### src/rtl/cereal_pkg.sv
// Shared definitions for the cereal UART receiver and transmitter.
// Holds the frame state encoding and the default bit timing.
// Pure declarations: no logic, no latency, no backpressure.
package cereal_pkg;

  // Default bit period in sysclk cycles: 9600 baud from a 50 MHz clock.
  localparam int CEREAL_CLKS_PER_BIT = 5208;

  // Default number of synchronizer flops on the serial input.
  localparam int CEREAL_SYNC_STAGES = 2;

  // Data bits per 8N1 frame.
  localparam int CEREAL_DATA_BITS = 8;

  // Frame state encoding, shared by RX and TX.
  typedef enum logic [1:0] {
    ST_IDLE  = 2'd0,
    ST_START = 2'd1,
    ST_DATA  = 2'd2,
    ST_STOP  = 2'd3
  } cereal_state_t;

endpackage

### src/rtl/sync_ff.sv
// Multi-flop synchronizer for one asynchronous single-bit input.
// Latency: DEPTH sysclk cycles from d to q.
// No backpressure: samples every cycle.
//
// Ports:
//   clk - sampling clock
//   rst - asynchronous active-high reset, loads RST_VAL into every flop
//   d   - asynchronous input
//   q   - synchronized output
module sync_ff #(
  parameter int   DEPTH   = 2,
  parameter logic RST_VAL = 1'b1
) (
  input  logic clk,
  input  logic rst,
  input  logic d,
  output logic q
);

  logic [DEPTH-1:0] stage;

  generate
    if (DEPTH == 1) begin : g_single
      always_ff @(posedge clk or posedge rst) begin
        if (rst) stage <= RST_VAL;
        else     stage <= d;
      end
    end else begin : g_chain
      always_ff @(posedge clk or posedge rst) begin
        if (rst) stage <= {DEPTH{RST_VAL}};
        else     stage <= {stage[DEPTH-2:0], d};
      end
    end
  endgenerate

  assign q = stage[DEPTH-1];

endmodule

### src/rtl/cereal_rx.sv
// 8N1 UART receiver with single-entry output holding register.
// Latency: valid rises the cycle after the stop-bit mid sample (~9.5 bits + SYNC_STAGES+1).
// No backpressure on the line: an unacknowledged byte is overwritten and flagged as overrun.
//
// Ports:
//   sysclk    - system clock, all state changes on its rising edge
//   rst       - asynchronous active-high reset
//   rx        - asynchronous serial line, idles high, LSB first
//   data      - last good byte received
//   valid     - data holds a byte not yet acknowledged
//   ack       - consumer takes data; clears valid
//   frame_err - sticky: a stop bit was sampled low
//   overrun   - sticky: a byte completed while valid was still set
//   status    - 1 when idle, 0 while a frame is in progress
module cereal_rx
  import cereal_pkg::*;
#(
  parameter int CLKS_PER_BIT = CEREAL_CLKS_PER_BIT,
  parameter int SYNC_STAGES  = CEREAL_SYNC_STAGES
) (
  input  logic       sysclk,
  input  logic       rst,
  input  logic       rx,
  output logic [7:0] data,
  output logic       valid,
  input  logic       ack,
  output logic       frame_err,
  output logic       overrun,
  output logic       status
);

  localparam int TW = (CLKS_PER_BIT > 1) ? $clog2(CLKS_PER_BIT) : 1;
  localparam logic [TW-1:0] T_FULL = TW'(CLKS_PER_BIT - 1);
  // Mid point of the start bit; data and stop samples follow at whole
  // bit periods from here, so they all land mid-bit.
  localparam logic [TW-1:0] T_HALF = TW'(CLKS_PER_BIT / 2 - 1);

  logic          rxs;
  logic          rxs_prev;

  cereal_state_t state,     state_nxt;
  logic [TW-1:0] timer,     timer_nxt;
  logic [2:0]    idx,       idx_nxt;
  logic [7:0]    shreg,     shreg_nxt;
  logic [7:0]    data_nxt;
  logic          valid_nxt;
  logic          frame_err_nxt;
  logic          overrun_nxt;
  logic          byte_done;

  sync_ff #(
    .DEPTH   (SYNC_STAGES),
    .RST_VAL (1'b1)
  ) u_sync (
    .clk (sysclk),
    .rst (rst),
    .d   (rx),
    .q   (rxs)
  );

  always_ff @(posedge sysclk or posedge rst) begin
    if (rst) begin
      state     <= ST_IDLE;
      timer     <= '0;
      idx       <= 3'd0;
      shreg     <= 8'h00;
      data      <= 8'h00;
      valid     <= 1'b0;
      frame_err <= 1'b0;
      overrun   <= 1'b0;
      rxs_prev  <= 1'b1;
    end else begin
      state     <= state_nxt;
      timer     <= timer_nxt;
      idx       <= idx_nxt;
      shreg     <= shreg_nxt;
      data      <= data_nxt;
      valid     <= valid_nxt;
      frame_err <= frame_err_nxt;
      overrun   <= overrun_nxt;
      rxs_prev  <= rxs;
    end
  end

  always_comb begin
    state_nxt     = state;
    timer_nxt     = timer;
    idx_nxt       = idx;
    shreg_nxt     = shreg;
    data_nxt      = data;
    valid_nxt     = valid;
    frame_err_nxt = frame_err;
    overrun_nxt   = overrun;
    byte_done     = 1'b0;

    case (state)
      ST_IDLE: begin
        // rxs_prev tracks the line even while idle, so a start edge right
        // after the previous stop sample is still seen.
        if (rxs_prev && !rxs) begin
          state_nxt = ST_START;
          timer_nxt = '0;
        end
      end

      ST_START: begin
        if (timer == T_HALF) begin
          timer_nxt = '0;
          if (!rxs) begin
            state_nxt = ST_DATA;
            idx_nxt   = 3'd0;
          end else begin
            // Line went back high before mid start bit: treat as a glitch.
            state_nxt = ST_IDLE;
          end
        end else begin
          timer_nxt = timer + 1'b1;
        end
      end

      ST_DATA: begin
        if (timer == T_FULL) begin
          timer_nxt      = '0;
          shreg_nxt[idx] = rxs;
          // idx wraps 7 -> 0, leaving it ready for the next frame.
          idx_nxt        = idx + 3'd1;
          if (idx == 3'd7) state_nxt = ST_STOP;
        end else begin
          timer_nxt = timer + 1'b1;
        end
      end

      ST_STOP: begin
        if (timer == T_FULL) begin
          timer_nxt = '0;
          state_nxt = ST_IDLE;
          if (rxs) byte_done     = 1'b1;
          else     frame_err_nxt = 1'b1;
        end else begin
          timer_nxt = timer + 1'b1;
        end
      end

      default: begin
        state_nxt = ST_IDLE;
        timer_nxt = '0;
      end
    endcase

    // A completing byte wins over a same-cycle ack: the consumer took the
    // old byte, the new one is pending, and nothing was lost.
    if (byte_done) begin
      data_nxt  = shreg;
      valid_nxt = 1'b1;
      if (valid && !ack) overrun_nxt = 1'b1;
    end else if (ack) begin
      valid_nxt = 1'b0;
    end
  end

  assign status = (state == ST_IDLE);

endmodule

### config.mk
export PLATFORM = sky130hd
export DESIGN_NAME = cereal_rx
export DESIGN_NICKNAME = d
export VERILOG_FILES = /design/src/rtl/cereal_pkg.sv /design/src/rtl/sync_ff.sv /design/src/rtl/cereal_rx.sv
export SDC_FILE = /design/constraint.sdc
export NUM_CORES = 1
export LEC_CHECK = 0
export ABC_AREA = 1
export CAP_MARGIN = 40
export CELL_PAD_IN_SITES_DETAIL_PLACEMENT = 0
export CELL_PAD_IN_SITES_GLOBAL_PLACEMENT = 1
export CORE_ASPECT_RATIO = 1.4
export CORE_MARGIN = 2
export CORE_UTILIZATION = 26
export DETAILED_ROUTE_END_ITERATION = 8
export PLACE_DENSITY = 0.55
export SLEW_MARGIN = 10
export SYNTH_ARGS = -nofsm -noshare
export SYNTH_HDL_FRONTEND = slang
export SYNTH_HIERARCHICAL = 1
export SYNTH_SLANG_ARGS = --single-unit
### constraint.sdc
create_clock -name sysclk -period 2.4 [get_ports sysclk]
set_input_delay 0.48 -clock sysclk [delete_from_list [all_inputs] [get_ports sysclk]]
set_output_delay 0.48 -clock sysclk [all_outputs]
set_load 0.03 [all_outputs]
==> run summary, run 1 <==
RSZ-0062 raised after global routing: false
Net Count, Synth: 255
Slowest Stage Delay on Critical Path: 0.71 ns
I/O Buffers: 15
clk_skew: 0.006766 ns
CTS root buf: clkbuf_8
mapped cell area: 0.002047 mm2
Hold Buf Count CTS: 0
peak supply drop: 0.2971 mV
Clk pin slew, worst setup/hold paths: 0.08 ns
WP data required: 1.92 ns
worst path buffer plus inverter count: 1
drt first-iter violations: 51
largest net degree at the start of global routing: 39
min-delay src: u_sync/stage[0]
Synth area leader: dfrtp_1
Reg area: 0.001005 mm2
total track usage: 11.67%
GRT Residual Overflow: 0
critical path capture point type: primary output
synth top area cells: dfrtp_1 (45%), nand2_1 (12%), inv_1 (5.3%), nand3_1 (3.9%), o21ai_0 (3.9%)
status: complete, no violations
Core Area: 0.007702 mm2
Hold Path Class: flip-flop to flip-flop
CTS Buf Count: 5
worst r2r src: timer[0]
Post-synth ARST share: 100.0%
Clock Tree Buf Depth: 2
nets: 278
Lkg Pwr: 1.084 nW
final HPWL from detailed placement: 3469 um
area of the multi-input gates: 895.9 um2
share of cells above drive strength 1: 15.07%
Inserted Diodes: 0
critical-path maximum fanout: 6
slew at the pin closest to its max-slew limit: 0.5103 ns
Fmax: 479.3 MHz
max-cap violation count: 0
Synth-to-Final Area Change: 19.80%
Initial Utilization: 26.58%
Yosys reg bits: 40
vias in the first global route: 1622
post-DR wirelength/cell: 12.16 um
Post-DP Area: 0.002326 mm2
Post-synth EDFFs: 0
top cells by count, synth: nand2_1 (64), dfrtp_1 (37), inv_1 (29), nor2_1 (21)
setup bufs post-CTS: 0
gpl congestion: 0.8110
Die H: 109.0 um
Hold Crit Depth: 0
TritonCTS clock tree: built
global-route wire length before repair: 7652 um
Num Clock Sinks: 40
fill cell count: 830
Routed WL: 4522 um
Worst Hold End: u_sync/stage[1]
arrival time of the worst setup path: 1.61 ns
DRT Pass-1 Iters: 4
Clock Latency Late Sink: 0.29 ns
synth warn: 6
antenna violations before repair: 0
Slew headroom: 65.98%
Ports: 16
Die ar.: 0.008609 mm2
WS Path Type: flip-flop to primary output
Die Width: 78.99 um
final setup violation count: 0
synthesized area per cell: 8.254 um2
Mapped Cells: 248
H-tree depth: 2
Critical Path Start Type: flip-flop
Residual DRC: 0
register area share after synthesis: 49.08%
Top delay family on crit path: buffers and inverters
top-count cell post-synth: nand2_1
final setup TNS: 0 ns
Final ANT Viol Nets: 0
Final Max Slew Viols: 0
R2R depth: 10
Pwr per Cell Area: 819.4 mW/mm2
vias per inst: 4.376
Most used DFF post-synth: dfrtp_1
vias post-DR: 1628
post-synth cell types: 29
Reg2Reg Setup Slack: 0.70 ns
CP max-delay cell: clkdlybuf4s50_1
Row Count: 38
Final Hold Vio Count: 0
period utilization: 86.92%
Yosys top cell area share: 45.23%
fin crit period: 2.086 ns
# resized after CTS: 0
Design Area, Final: 0.002452 mm2
crit path cell chain: nor2_1 -> clkdlybuf4s50_1
metal layers:
layer | vias to the layer above | part of all wire, % | wire [um] | track usage [%]
li1 | 849 | - | - | -
met1 | 747 | 41 | 1869 | 12.40
met3 | 7 | 2.7 | 123 | 2.566
met4 | 0 | 2.0 | 89 | 4.926
met2 | 25 | 54 | 2440 | 21.91
met5 | - | 0 | 0 | 0
through the flow:
step | std cells | setup slack (ns) | hold WS, ns | util (%) | total power [mW]
2_1_floorplan | 248 | 0.7573 | 0.3452 | - | 1.255
3_3_place_gp | 364 | 0.5997 | 0.3456 | 30.20 | 1.430
3_5_place_dp | 364 | 0.6286 | 0.3514 | 30.20 | 1.425
4_1_cts | 372 | 0.2977 | 0.3632 | 31.84 | 2.047
5_1_grt | 372 | 0.2246 | 0.3667 | 31.84 | 2.160
6_report | 372 | 0.3138 | 0.3606 | 31.84 | 2.009
layout make-up:
type | count | share of cell area, %
timing repair buffer | 17 | 6.735
multi-input combinational | 171 | 36.53
clock inverter | 1 | 1.224
clock buffer | 7 | 3.929
inverter | 36 | 5.510
tap | 100 | 5.102
sequential | 40 | 40.97
power by group:
part / leakage (nW) / internal (mW) / total, mW / switching [mW]
clock: 0.0645 / 0.367 / 0.610 / 0.243
combinational: 0.480 / 0.178 / 0.580 / 0.402
sequential: 0.540 / 0.743 / 0.819 / 0.0758
total: 1.08 / 1.29 / 2.01 / 0.721
worst reg2reg max path, delay by kind of cell, from the launching register on:
family / cells / cell delay [ns]
flops: 1 / 0.39
fa+ha+maj: 1 / 0.25
buf+inv: 1 / 0.11
simple gates: 8 / 0.87
registers in the layout (all words and copies together) (netlist names), named ones only:
register      flops
u_sync/stage      2
idx               3
valid             1
shreg             8
data              8
timer            13
rxs_prev          1
overrun           1
frame_err         1
state             1
cells in the final DEF, fill, tap and decap left out, types with 4 or more instances in the layout:
master	synthesis	routed
nor3_1	8	8
inv_1	29	29
clkbuf_8	0	7
nand3_1	16	16
o21ai_0	16	16
clkdlybuf4s50_1	0	15
dfrtp_1	37	37
nor2_1	21	21
inv_2	6	6
o21ai_2	9	9
xor2_1	7	7
nand2_2	4	4
nand2_1	64	64
kinds of logic after synthesis:
kind of cell               Yosys count  synth area share (%)
and+or+nand+nor                    124                 26.77
DFF                                 40                 49.08
AOI/OAI and AO/OA                   37                 12.16
buffers and inverters               37                 7.151
xor gates and xnor gates             7                 2.995
adders and majority gates            3                 1.834
worst max-delay path by stage:
| stage | start | cells after the start | end |
|---|---|---|---|
| final | flip-flop | 2 | status |
| after global routing | state[0] | 2 | status |
| after CTS | flip-flop | 2 | status |
| after detailed placement | flip-flop | 2 | status |
| after global placement | flip-flop | 2 | status |
| after floorplan | flip-flop | 7 | timer[4] |
Note: power is estimated with default switching activity, not from simulation.
==> run 2, diff against run 1 <==
--- a/config.mk
+++ b/config.mk
@@ -5,7 +5,6 @@
 export SDC_FILE = /design/constraint.sdc
 export NUM_CORES = 1
 export LEC_CHECK = 0
-export ABC_AREA = 1
 export CAP_MARGIN = 40
 export CELL_PAD_IN_SITES_DETAIL_PLACEMENT = 0
 export CELL_PAD_IN_SITES_GLOBAL_PLACEMENT = 1
@@ -13,7 +12,7 @@
 export CORE_MARGIN = 2
 export CORE_UTILIZATION = 26
 export DETAILED_ROUTE_END_ITERATION = 8
-export PLACE_DENSITY = 0.55
+export PLACE_DENSITY = 0.53
 export SLEW_MARGIN = 10
 export SYNTH_ARGS = -nofsm -noshare
 export SYNTH_HDL_FRONTEND = slang
==> run 2 against run 1 <==
- cell count is 21% lower
- critical endpoint unchanged
- fmax down 5.3%
- sequential power is 4.0% higher
- non-clock buffer count is 4 higher
- hold slack got worse by 0.0033 ns
- worst setup slack worse by 0.12 ns
- critical path type unchanged
- clock skew fell by 0.0016 ns
==> run summary, run 2 <==
final hold slack: 0.3573 ns
antenna violations before repair: 0
most common cell after layout, fill and taps aside: dfrtp_1
Inserted Diodes: 0
Clock Tree Buf Depth: 2
Ports: 16
Final Hold Vio Count: 0
total track usage: 11.11%
Post-synth EDFFs: 0
Final ANT Viol Nets: 0
Routed WL: 4158 um
period utilization: 91.81%
peak supply drop: 0.2914 mV
DRT Pass-1 Iters: 4
final setup violation count: 0
GRT Residual Overflow: 0
Synth area leader: dfrtp_1
slew at the pin closest to its max-slew limit: 0.6195 ns
largest registers: timer x13, data x8, shreg x8
Clock Latency Late Sink: 0.29 ns
post-synth cell types: 38
share of cells above drive strength 1: 19.39%
Num Clock Sinks: 40
clk_skew: 0.005157 ns
nets: 202
Row Count: 37
Initial Utilization: 26.36%
largest net degree at the start of global routing: 39
status: complete, no violations
max-cap violation count: 0
synth warn: 6
Die ar.: 0.008080 mm2
Die Width: 76.55 um
WP data required: 1.92 ns
Synth-to-Final Area Change: 20.18%
Reg area: 0.001005 mm2
synth top area cells: dfrtp_1 (48%), mux2_2 (10%), dfstp_2 (4.1%), nand2_1 (3.1%), a31oi_1 (2.6%)
Mapped Cells: 176
Pwr per Cell Area: 723.9 mW/mm2
fill cell count: 783
max reg flops: 13
H-tree depth: 2
area of the multi-input gates: 854.6 um2
critical-path maximum fanout: 9
Fmax: 453.9 MHz
fin crit period: 2.203 ns
post-DR wirelength/cell: 14.19 um
register area share after synthesis: 52.45%
# resized after CTS: 0
top cells by count, synth: dfrtp_1 (37), mux2_2 (17), nand2_1 (16), a21oi_1 (9), nand3_1 (9)
largest reg by FF count: timer
Yosys reg bits: 40
synthesized area per cell: 10.88 um2
Most used DFF post-synth: dfrtp_1
Hold Buf Count CTS: 0
Post-synth ARST share: 100.0%
top-count cell post-synth: dfrtp_1
Die H: 105.6 um
gpl congestion: 0.7132
vias in the first global route: 1408
most frequent cells in the layout: dfrtp_1 (37), mux2_2 (17), nand2_1 (16)
Net Count, Synth: 183
vias post-DR: 1389
TritonCTS clock tree: built
setup bufs post-CTS: 0
Critical Path Start Type: flip-flop
placed insts: 285
Yosys top cell area share: 48.33%
Core Area: 0.007268 mm2
vias per inst: 4.741
Final Max Slew Viols: 0
RSZ-0062 raised after global routing: false
CTS Buf Count: 5
critical path capture point type: primary output
Residual DRC: 0
I/O Buffers: 15
drt first-iter violations: 85
CTS root buf: clkbuf_8
final std cells w/o fill: 293
WS Path Type: flip-flop to primary output
Lkg Pwr: 1.052 nW
arrival time of the worst setup path: 1.72 ns
Hold Path Class: flip-flop to flip-flop
global-route wire length before repair: 7093 um
mapped cell area: 0.001916 mm2
Slew headroom: 58.46%
final HPWL from detailed placement: 2863 um
final setup TNS: 0 ns
Clk pin slew, worst setup/hold paths: 0.08 ns
## run 2: cell count changes in the layout (fill, tap and decap cells not counted), moves of 5 or more
cell	change
a21oi_1	+7
a31oi_1	+8
and2_1	+5
inv_1	-24
inv_2	-6
mux2_2	+17
nand2_1	-48
nand3_1	-7
nor2_1	-13
nor3_1	-6
o21ai_0	-11
o21ai_2	-9
xor2_1	-7
## run 2: worst paths after layout
check / startpoint / slack (ns) / endpoint / depth (start not counted)
setup / recovery: state[0] / 0.20 / status / 2
setup reg to reg: timer[0] / 0.20 / shreg[2] / 6
hold reg to reg: u_sync/stage[0] / 0.36 / u_sync/stage[1] / 0
min in group asynchronous: rst / 0.55 / u_sync/stage[1] / 2
hold / removal: u_sync/stage[0] / 0.36 / u_sync/stage[1] / 0
max in group asynchronous: rst / 1.40 / rxs_prev / 3
## run 2: per-layer routing
metal / share of wire [%] / up-vias / GRT usage (%)
li1: - / 672 / -
met1: 43 / 689 / 12.90
met2: 53 / 22 / 19.66
met3: 2.8 / 6 / 2.312
met4: 1.5 / 0 / 4.805
met5: 0 / - / 0
## run 2: final cells by class
class                   count  share of cell area (%)
clock buffers               6                   3.152
clock inverters             2                   1.522
inverters                   5                  0.8152
multi-input cells         122                   37.12
flip-flops and latches     40                   43.64
well taps                  97                   5.272
repair buffers             21                   8.478
## run 2: through the flow
step / area [um2] / util (%) / worst slack, ns / total power [mW]
3_5_place_dp: 2195 / 30.19 / 0.2190 / 1.129
5_1_grt: 2302 / 31.67 / 0.03560 / 1.766
2_1_floorplan: 1916 / - / 0.4188 / 1.035
4_1_cts: 2302 / 31.67 / 0.1725 / 1.684
3_3_place_gp: 2195 / 30.19 / 0.2583 / 1.124
6_report: 2302 / 31.67 / 0.1966 / 1.667
## run 2: power breakdown
group	leakage, nW	internal [mW]	switching [mW]
Sequential	0.533	0.740	0.113
Combinational	0.464	0.123	0.139
Clock	0.0552	0.309	0.244
## run 2: logic make-up after synthesis
logic type / synth area share [%]
compound gates: 11.43
fa+ha+maj: 1.960
buf+inv: 2.939
flops: 52.45
mux: 9.993
simple gates: 21.23
## run 2: critical path: stages, from the launching register on
cell	delay [ns]
dfrtp_1	0.50
nor2_1	0.23
clkdlybuf4s50_1	0.70
==> run 3, diff against run 2 <==
--- a/config.mk
+++ b/config.mk
@@ -9,7 +9,7 @@
 export CELL_PAD_IN_SITES_DETAIL_PLACEMENT = 0
 export CELL_PAD_IN_SITES_GLOBAL_PLACEMENT = 1
 export CORE_ASPECT_RATIO = 1.4
-export CORE_MARGIN = 2
+export CORE_MARGIN = 1.5
 export CORE_UTILIZATION = 26
 export DETAILED_ROUTE_END_ITERATION = 8
 export PLACE_DENSITY = 0.53
==> run 3 against run 2 <==
- utilization grew 0.57 points
- worst setup slack lost 0.00080 ns
- cell count shrank 1.4%
==> run summary, run 3 (synthesis results as in run 2) <==
Die ar.: 0.007899 mm2
total track usage: 10.84%
DRT Pass-1 Iters: 4
Lkg Pwr: 1.032 nW
Final Max Slew Viols: 0
final HPWL from detailed placement: 2830 um
Initial Utilization: 27.26%
WS Path Type: flip-flop to primary output
Clock Latency Late Sink: 0.28 ns
CTS Buf Count: 5
Die Width: 75.55 um
placed insts: 281
Inserted Diodes: 0
final std cells w/o fill: 289
fin crit period: 2.204 ns
most frequent cells in the layout: dfrtp_1 (37), mux2_2 (17), nand2_1 (16)
final setup TNS: 0 ns
max-cap violation count: 0
peak supply drop: 0.3358 mV
Pwr per Cell Area: 682.0 mW/mm2
gpl congestion: 0.7700
clk_skew: 0.005030 ns
slew at the pin closest to its max-slew limit: 0.4839 ns
global-route wire length before repair: 6603 um
vias per inst: 4.792
WP data required: 1.92 ns
Clk pin slew, worst setup/hold paths: 0.07 ns
Ports: 16
period utilization: 91.84%
critical path capture point type: primary output
RSZ-0062 raised after global routing: false
Final ANT Viol Nets: 0
min-delay src: u_sync/stage[0]
H-tree depth: 2
nets: 200
Switch Pwr: 0.4617 mW
Int Pwr: 1.084 mW
antenna violations before repair: 0
largest reg by FF count: timer
TritonCTS clock tree: built
Design Area, Final: 0.002266 mm2
Final Hold Vio Count: 0
share of cells above drive strength 1: 18.04%
final setup violation count: 0
worst r2r src: timer[0]
clock power share: 27.2%
vias post-DR: 1385
final hold slack: 0.3576 ns
GRT Residual Overflow: 0
Row Count: 36
Overall Power: 1.545 mW
status: complete, no violations
switching share of total power: 29.87%
I/O Buffers: 15
Critical Path Start Type: flip-flop
Fmax: 453.7 MHz
Hold Path Class: flip-flop to flip-flop
Core Area: 0.007027 mm2
combinational power share: 19.5%
most common cell after layout, fill and taps aside: dfrtp_1
Hold Buf Count CTS: 0
Post-DP Area: 0.002181 mm2
drt first-iter violations: 52
CTS root buf: clkbuf_8
sequential share of power: 53.3%
Routed WL: 3956 um
largest registers: timer x13, data x8, shreg x8
largest net degree at the start of global routing: 39
Num Clock Sinks: 40
Slew headroom: 67.74%
critical-path maximum fanout: 7
Synth-to-Final Area Change: 18.29%
max reg flops: 13
Die H: 104.6 um
arrival time of the worst setup path: 1.72 ns
post-DR wirelength/cell: 13.69 um
vias in the first global route: 1373
setup bufs post-CTS: 0
Clock Tree Buf Depth: 2
Residual DRC: 0
## run 3: path summary, 6_finish.rpt
check	cells after the start	slack (ns)	endpoint
max	2	0.20	status
min	0	0.36	u_sync/stage[1]
max reg2reg	6	0.27	data[5]
min reg2reg	0	0.36	u_sync/stage[1]
max in group asynchronous	3	1.41	rxs_prev
min in group asynchronous	2	0.54	u_sync/stage[1]
## run 3: critical path, stage by stage, from the launching register on
cell	delay (ns)
dfrtp_1	0.45
nor2_1	0.25
clkdlybuf4s50_1	0.74
## run 3: cell type report
class	instances	area (um2)
Sequential cell	40	1005
Multi-Input combinational cell	122	859.6
Clock buffer	8	80.08
Tap cell	95	118.9
Fill cell	741	4761
Inverter	5	18.77
Timing Repair Buffer	19	183.9
## run 3: power by group through the flow
stage / combinational, mW / clock [mW] / sequential (mW)
after floorplan: 0.230 / 0 / 0.804
after global placement: 0.287 / 0 / 0.829
after detailed placement: 0.303 / 0 / 0.836
after CTS: 0.305 / 0.442 / 0.822
after global routing: 0.342 / 0.466 / 0.838
final: 0.301 / 0.421 / 0.824
## run 3: repair_timing
item                                    4_1_cts  5_1_grt
resized for setup                             0        1
hold endpoints to repair                      0        0
endpoints found under the setup margin        0       12
## run 3: layer usage
| metal | vias to the layer above | track usage, % | routed length, um |
|---|---|---|---|
| li1 | 670 | - | - |
| met1 | 677 | 12.96 | 1693 |
| met4 | 0 | 4.464 | 66 |
| met3 | 6 | 2.989 | 167 |
| met5 | - | 0 | 0 |
| met2 | 32 | 17.79 | 2028 |
## run 3: through the flow
step,setup WS (ns),util [%]
floorplan,0.4188,-
CTS,0.1399,32.18
finish,0.1958,32.25
global route,0.07340,32.25
global placement,0.1694,30.88
detailed placement,0.1644,31.04
==> variant: new RTL, settings of run 1 <==
`shreg` no longer has a reset.
--- a/src/rtl/cereal_rx.sv
+++ b/src/rtl/cereal_rx.sv
@@ -64,5 +64,4 @@
       timer     <= '0;
       idx       <= 3'd0;
-      shreg     <= 8'h00;
       data      <= 8'h00;
       valid     <= 1'b0;
@@ -74,5 +73,4 @@
       timer     <= timer_nxt;
       idx       <= idx_nxt;
-      shreg     <= shreg_nxt;
       data      <= data_nxt;
       valid     <= valid_nxt;
@@ -81,4 +79,8 @@
       rxs_prev  <= rxs;
     end
+  end
+
+  always_ff @(posedge sysclk) begin
+    shreg <= shreg_nxt;
   end
 
Formal check against the unedited RTL: no difference found for any inputs over 10 cycles, from zero or initial values and one cycle with rst high; that may be too few to reach the edited logic, so the function may still have changed.
==> variant against run 1 <==
Routed wire length decreased by 14%. Worst setup slack lost 34 ps. Cell area is 5.5% lower. Sequential cell count did not move. Clock skew shrank 2.6 ps. Critical path type unchanged. Total power down 11%. Area after synthesis shrank 6.1%. Largest cell class unchanged.
==> variant: results <==
cells_and_area:
  nets: 256
  final_cells: 347
  antenna_cells: 0
  layout-drive-gt1-share_pct: 13.60
synthesis:
  synthXorXnorAreaFrac_pct: 2.277
  synthAdderAreaFrac_pct: 1.952
  synthTopCellsByCount: "79 x nand2_1, 29 x dfrtp_1, 23 x nor2_1"
  synth-compound-area-share_pct: 4.945
  ys_seq_area_share_pct: 54.33
  synth_cell_types: 27
  synth_nets: 233
  synthTopCellsByArea: "dfrtp_1 38%, nand2_1 15%, edfxtp_1 12%"
  synth-edff-count: 8
global_route:
  grt_pass1_wl_um: 6672
  grtUsageMet3_pct: 2.312
  met1_usage_pct: 11.83
  track_usage_pct: 10.77
  grt_max_degree: 31
  use_met2_pct: 18.73
  grt_pass1_vias: 1436
setup_path:
  r2r_cells: 7
  worst-path-max-fanout: 7
  crit_arrival_ps: 1640
pwr:
  p_leak_nw: 1.073
  p_switching_w: 0.0006139
detailed_routing:
  drt_first_iter_violations: 46
  route.met2.wl_um: 1951
  wire_per_inst_um: 11.27
  routed-wl-met3_um: 79
  num_vias: 1453
sta:
  maxSlewHeadroom_pct: 71.77
  fin_skew_ps: 4.195
placement:
  dp_cells: 339
  place_ws_ps: 615.7
  gp_congestion: 0.7157
  dp_hpwl_um: 2844
  placed_area_um2: 2202
cts:
  clockBufferDepth: 2
status:
  status: "finished, final reports clean"
variant: cell count changes in the layout (fill, tap and decap cells not counted), sizes merged, moves of 3 or more:
cell    delta
dfrtp      -8
edfxtp     +8
inv        -5
nand2     +14
nand3      -5
nand4      -3
nor2       +4
o21ai     -17
variant: worst paths after layout:
| check | slack, ps | end | startpoint |
|---|---|---|---|
| max in group asynchronous | 1510 | rxs_prev | rst |
| min in group asynchronous | 510 | u_sync/stage[0] | rst |
| worst max register to register | 680 | shreg[2] | timer[0] |
| worst min-delay path | 360 | u_sync/stage[1] | u_sync/stage[0] |
| worst max-delay path | 280 | status | flip-flop |
| worst min register to register | 360 | u_sync/stage[1] | u_sync/stage[0] |
variant: layout make-up:
cell class	count	area, µm²
Sequential cell	40	1045
Fill cell	810	4951
Timing Repair Buffer	16	157.7
Clock inverter	3	46.29
Clock buffer	5	68.82
Tap cell	97	121.4
Multi-Input combinational cell	157	767.0
Inverter	29	111.4
variant: cells by family after synthesis:
kind of cell    Yosys count
simple gates            133
flops                    40
buf+inv                  29
compound gates           16
xor+xnor                  5
fa+ha+maj                 3
variant: power groups by stage:
stage | combinational [W] | clock (W) | sequential (W)
2_1_floorplan | 0.000312 | 0 | 0.000787
3_3_place_gp | 0.000435 | 0 | 0.000797
3_5_place_dp | 0.000433 | 0 | 0.000799
4_1_cts | 0.000435 | 0.000601 | 0.000785
5_1_grt | 0.000484 | 0.000628 | 0.000792
6_report | 0.000422 | 0.000582 | 0.000785
variant: worst max-delay path, delay by kind of cell (launching register included):
family / cells / cell delay (ps)
buffers and inverters: 1 / 710
DFF: 1 / 450
and+or+nand+nor: 1 / 180
